### config.mk
export PLATFORM = sky130hd
export DESIGN_NAME = controle_elevador
export DESIGN_NICKNAME = d
export VERILOG_FILES = /design/src/rtl/controle_elevador.sv
export SDC_FILE = /design/constraint.sdc
export NUM_CORES = 1
export LEC_CHECK = 0
export CAP_MARGIN = 5
export CORE_AREA = 2 2 88 48
export DETAILED_ROUTE_END_ITERATION = 10
export DIE_AREA = 0 0 90 50
export SYNTH_ARGS = -nofsm -noshare
export SYNTH_HDL_FRONTEND = slang
export SYNTH_SLANG_ARGS = --single-unit
### constraint.sdc
create_clock -name clk -period 3 [get_ports clk]
set_input_delay 0.6 -clock clk [delete_from_list [all_inputs] [get_ports clk]]
set_output_delay 0.6 -clock clk [all_outputs]
set_load 0.01 [all_outputs]
### src/rtl/controle_elevador.sv
// Three-floor elevator controller: latches merged floor calls, runs a SCAN policy
// between floors 0..2 and times travel and door. Macro ELEVADOR_REABRE_EN enables door reopen.
`timescale 1ns/1ps
module controle_elevador #(
  parameter int TRAVEL_CYCLES = 4,
  parameter int DOOR_CYCLES   = 3
) (
  input  logic       clk,
  input  logic       rst_n,
  input  logic       A0,
  input  logic       A1,
  input  logic       A2,
  output logic [1:0] andar,
  output logic       subindo,
  output logic       descendo,
  output logic       porta_aberta,
  output logic [2:0] pendente,
  output logic [2:0] atendido,
  output logic [1:0] estado
);

  localparam logic [1:0] IDLE      = 2'd0;
  localparam logic [1:0] MOVING    = 2'd1;
  localparam logic [1:0] DOOR_OPEN = 2'd2;
  localparam logic       UP        = 1'b0;
  localparam logic       DOWN      = 1'b1;

  localparam int MAX_CYCLES = (TRAVEL_CYCLES > DOOR_CYCLES) ? TRAVEL_CYCLES : DOOR_CYCLES;
  localparam int TW = (MAX_CYCLES > 1) ? $clog2(MAX_CYCLES) : 1;
  localparam logic [TW-1:0] TRAVEL_LAST = TW'(TRAVEL_CYCLES - 1);
  localparam logic [TW-1:0] DOOR_LAST   = TW'(DOOR_CYCLES - 1);

  logic [1:0]    state, state_n;
  logic          dir, dir_n;
  logic [TW-1:0] timer, timer_n;
  logic [1:0]    andar_n;
  logic [2:0]    pend_n, aten_n;
  logic [2:0]    calls, here, stop_at, above, below;
  logic          decide, reopen, eff_dir, ahead, behind;

  always_comb begin
    calls   = {A2, A1, A0};
    here    = 3'b001 << andar;
    state_n = state;
    andar_n = andar;
    dir_n   = dir;
    timer_n = timer;
    aten_n  = 3'b000;
    decide  = 1'b0;
`ifdef ELEVADOR_REABRE_EN
    reopen  = (state == DOOR_OPEN) && |(calls & here);
`else
    reopen  = 1'b0;
`endif
    // While the door is open the call of the current floor never latches.
    pend_n  = pendente | (calls & ((state == DOOR_OPEN) ? ~here : 3'b111));

    case (state)
      IDLE: decide = 1'b1;
      MOVING: begin
        if (timer == TRAVEL_LAST) begin
          andar_n = (dir == UP) ? andar + 2'd1 : andar - 2'd1;
          timer_n = '0;
          decide  = 1'b1;
        end else begin
          timer_n = timer + 1'b1;
        end
      end
      DOOR_OPEN: begin
        if (reopen) begin
          timer_n = '0;
          aten_n  = here;
        end else if (timer == DOOR_LAST) begin
          decide = 1'b1;
        end else begin
          timer_n = timer + 1'b1;
        end
      end
      default: state_n = IDLE;
    endcase

    // Decision is taken for the floor the car occupies after this edge.
    stop_at = 3'b001 << andar_n;
    above   = 3'b000;
    below   = 3'b000;
    eff_dir = dir;
    case (andar_n)
      2'd0: begin above = 3'b110; below = 3'b000; eff_dir = UP;   end
      2'd1: begin above = 3'b100; below = 3'b001; eff_dir = dir;  end
      default: begin above = 3'b000; below = 3'b011; eff_dir = DOWN; end
    endcase
    ahead  = (eff_dir == UP) ? |(pendente & above) : |(pendente & below);
    behind = (eff_dir == UP) ? |(pendente & below) : |(pendente & above);

    if (decide) begin
      if (|(pendente & stop_at)) begin
        state_n = DOOR_OPEN;
        timer_n = '0;
        pend_n  = pend_n & ~stop_at;
        aten_n  = stop_at;
      end else if (ahead) begin
        state_n = MOVING;
        dir_n   = eff_dir;
        timer_n = '0;
      end else if (behind) begin
        state_n = MOVING;
        dir_n   = ~eff_dir;
        timer_n = '0;
      end else begin
        state_n = IDLE;
        timer_n = '0;
      end
    end
  end

  always_ff @(posedge clk or negedge rst_n) begin
    if (!rst_n) begin
      state        <= IDLE;
      dir          <= UP;
      timer        <= '0;
      andar        <= 2'd0;
      pendente     <= 3'b000;
      atendido     <= 3'b000;
      subindo      <= 1'b0;
      descendo     <= 1'b0;
      porta_aberta <= 1'b0;
    end else begin
      state        <= state_n;
      dir          <= dir_n;
      timer        <= timer_n;
      andar        <= andar_n;
      pendente     <= pend_n;
      atendido     <= aten_n;
      subindo      <= (state_n == MOVING) && (dir_n == UP);
      descendo     <= (state_n == MOVING) && (dir_n == DOWN);
      porta_aberta <= (state_n == DOOR_OPEN);
    end
  end

  assign estado = state;

endmodule

==> results.py <==
metrics = {
    "power": {
        "p_leak_nw": 0.481,
        "power_mw": 1.36,
        "p_per_area_nw_per_um2": 1160,
        "vdd_ir_drop_max_mv": 0.335,
    },
    "final_layout": {
        "areaGrowthSynthToFinish_pct": 29.7,
        "final_layout_size_suffix_gt1_share_pct": 10.4,
        "finish.utilization_pct": 31.3,
        "final_common_cell": "clkdlybuf4s50_1",
        "finalNetCount": 114,
        "insertedDiodeCount": 0,
        "instances_no_fill": 160,
        "fillCellCount": 404,
        "layout_common_cells": "clkdlybuf4s50_1 (17), dfrtp_1 (16), nor2_1 (10), inv_1 (7), a21oi_1 (7)",
    },
    "floorplanning": {
        "core_sq_um": 3720,
        "fp.dieH_um": 50,
        "placementRows": 16,
        "io_pins": 18,
        "die_area_sq_um": 4500,
        "initial_core_util_pct": 24.1,
        "die_w_um": 90,
    },
    "place": {
        "dp_hpwl_um": 1650,
        "portBuffers": 17,
        "place_inst": 156,
        "gp_congestion": 0.904,
    },
    "routing": {
        "drcViolationCount": 0,
        "via_count": 750,
        "vias_per_cell": 4.69,
        "routedWlPerCell_um": 13.4,
        "drt_iter0_markers": 95,
        "ant_nets": 0,
        "drt-pass1-iter-count": 4,
        "wl_um": 2140,
    },
    "timing": {
        "fin_setup_tns_ns": 0,
        "clock_skew_ns": 0.00131,
        "period_minus_slack_ns": 2.12,
        "slew_violations": 0,
        "final_hold_viol_count": 0,
        "clock.fmax_mhz": 472,
        "fin_crit_sh_pct": 70.7,
        "relSlewSlack_pct": 51.2,
        "rsz0062_at_grt": "false",
        "worst_slew_pin_slew_ns": 0.730,
        "setup_viol": 0,
    },
    "grt": {
        "grt_overflow_total": 0,
        "grt_pass1_vias": 648,
        "antenna_found_initial": 0,
        "grt_max_degree": 17,
        "grt_pass1_wl_um": 3390,
        "grt_usage_pct": 9.99,
    },
    "yosys": {
        "synthFlopType": "dfrtp_1",
        "syn_nets": 97,
        "yosys_warnings": 0,
        "syn_avg_cell_area_sq_um": 9.98,
        "ys_types": 35,
        "synthCells": 90,
        "synth.cell_area_sq_um": 898,
        "postSynth.asyncResetShare_pct": 100,
        "synth-seq-cells": 16,
        "ys_seq_area_share_pct": 44.6,
        "synth-edff-count": 0,
    },
    "clock_network": {
        "cts_resized": 0,
        "cts_setup_buffers": 0,
        "cts-root-buf": "clkbuf_8",
        "insertion_delay_ns": 0.25,
        "clock_sinks": 16,
        "cts_made_buffers": 3,
        "path_clk_slew_ns": 0.06,
        "ctsHoldBuffers": 0,
        "cts.htree.levels": 1,
        "tritoncts": "built",
        "max-clock-path-buffers": 2,
    },
    "critical_path": {
        "crit_required_ns": 2.40,
        "r2r_setup_slack_ns": 0.94,
        "worst-path-buf-inv": 1,
        "arrival_ns": 1.52,
        "crit_fanout": 14,
        "crit_chain": "clkdlybuf4s50_1",
        "end_kind": "output port",
        "crit_type": "reg2out",
        "crit_path_start_kind": "flip-flop",
        "crit_slowest_cell": "dfrtp_1",
        "critPathMaxStageDelay_ns": 0.64,
        "worst_path_dominant_cell_family": "flip-flops",
    },
    "status": {
        "outcome": "complete, no violations",
    },
    "flow_run": {
        "drv_cap": 0,
    },
    "worst_hold_path": {
        "worstHoldPathType": "reg2reg",
    },
}
synthesized netlist by cell type, drive strengths merged, types with 2 or more instances:
library cell,number,share of area (%)
nor3,6,3.9
ha,2,2.8
buf,4,2.5
a21oi,7,3.9
dfrtp,16,45
nor2,10,4.2
nand2b,2,1.4
o221ai,2,2.0
a2bb2oi,2,2.6
nand2,5,2.1
xnor2,4,4.7
inv,7,2.9
o21ai,4,2.2
and3b,2,2.0
metal layers:
layer  global-route usage (%)  share of wire (%)  vias to the layer above
li1                         -                  -                      358
met1                     15.0                 54                      358
met2                     12.0                 37                       32
met3                     5.50                8.3                        2
met4                     1.79               0.19                        0
met5                        0                  0                        -
path summary, 6_finish.rpt:
check	from	to	cells after the start
worst max-delay path	andar[1]$_DFF_PN0_	andar[1]	1
worst min-delay path	timer[1]$_DFFE_PN0P_	timer[1]$_DFFE_PN0P_	1
worst max register to register	timer[0]$_DFFE_PN0P_	descendo$_DFF_PN0_	7
worst min register to register	timer[1]$_DFFE_PN0P_	timer[1]$_DFFE_PN0P_	1
max in group asynchronous	rst_n	andar[1]$_DFF_PN0_	1
min in group asynchronous	rst_n	atendido[1]$_DFF_PN0_	1
final cells by class:
class / instances / area [sq um] / share of cell area (%)
flip-flops and latches: 16 / 400 / 34.4
well taps: 54 / 67.6 / 5.80
multi-input cells: 62 / 445 / 38.2
repair buffers: 17 / 170 / 14.6
inverters: 7 / 26.3 / 2.26
clock buffers: 4 / 55.1 / 4.73
cells by family after synthesis:
family                   Yosys count  synth area share (%)
flip-flops                        16                  44.6
XOR/XNOR                           4                  4.74
AO/OA/AOI/OAI                     24                  21.0
AND/OR/NAND/NOR                   30                  18.8
adder cells (fa/ha/maj)            3                  3.90
multiplexers                       1                  1.11
buffers and inverters             12                  5.85
power by group:
group	switching [mW]	total, mW	internal (mW)
Clock	0.0748	0.191	0.116
Sequential	0.152	0.464	0.312
Combinational	0.348	0.701	0.352
flip-flops by register name, summed over array words and instances (netlist names):
register / cells
timer: 2
atendido: 3
estado: 2
porta_aberta: 1
subindo: 1
descendo: 1
dir: 1
andar: 2
pendente: 3
through the flow:
stage | cell area [sq um] | hold WS (ns) | setup slack [ns]
6_report | 1160 | 0.579 | 0.880
2_1_floorplan | 898 | 0.304 | 1.13
3_3_place_gp | 1110 | 0.555 | 1.02
4_1_cts | 1160 | 0.581 | 0.873
3_5_place_dp | 1110 | 0.562 | 0.958
5_1_grt | 1160 | 0.603 | 0.709
Note: power is estimated with default switching activity, not from simulation.
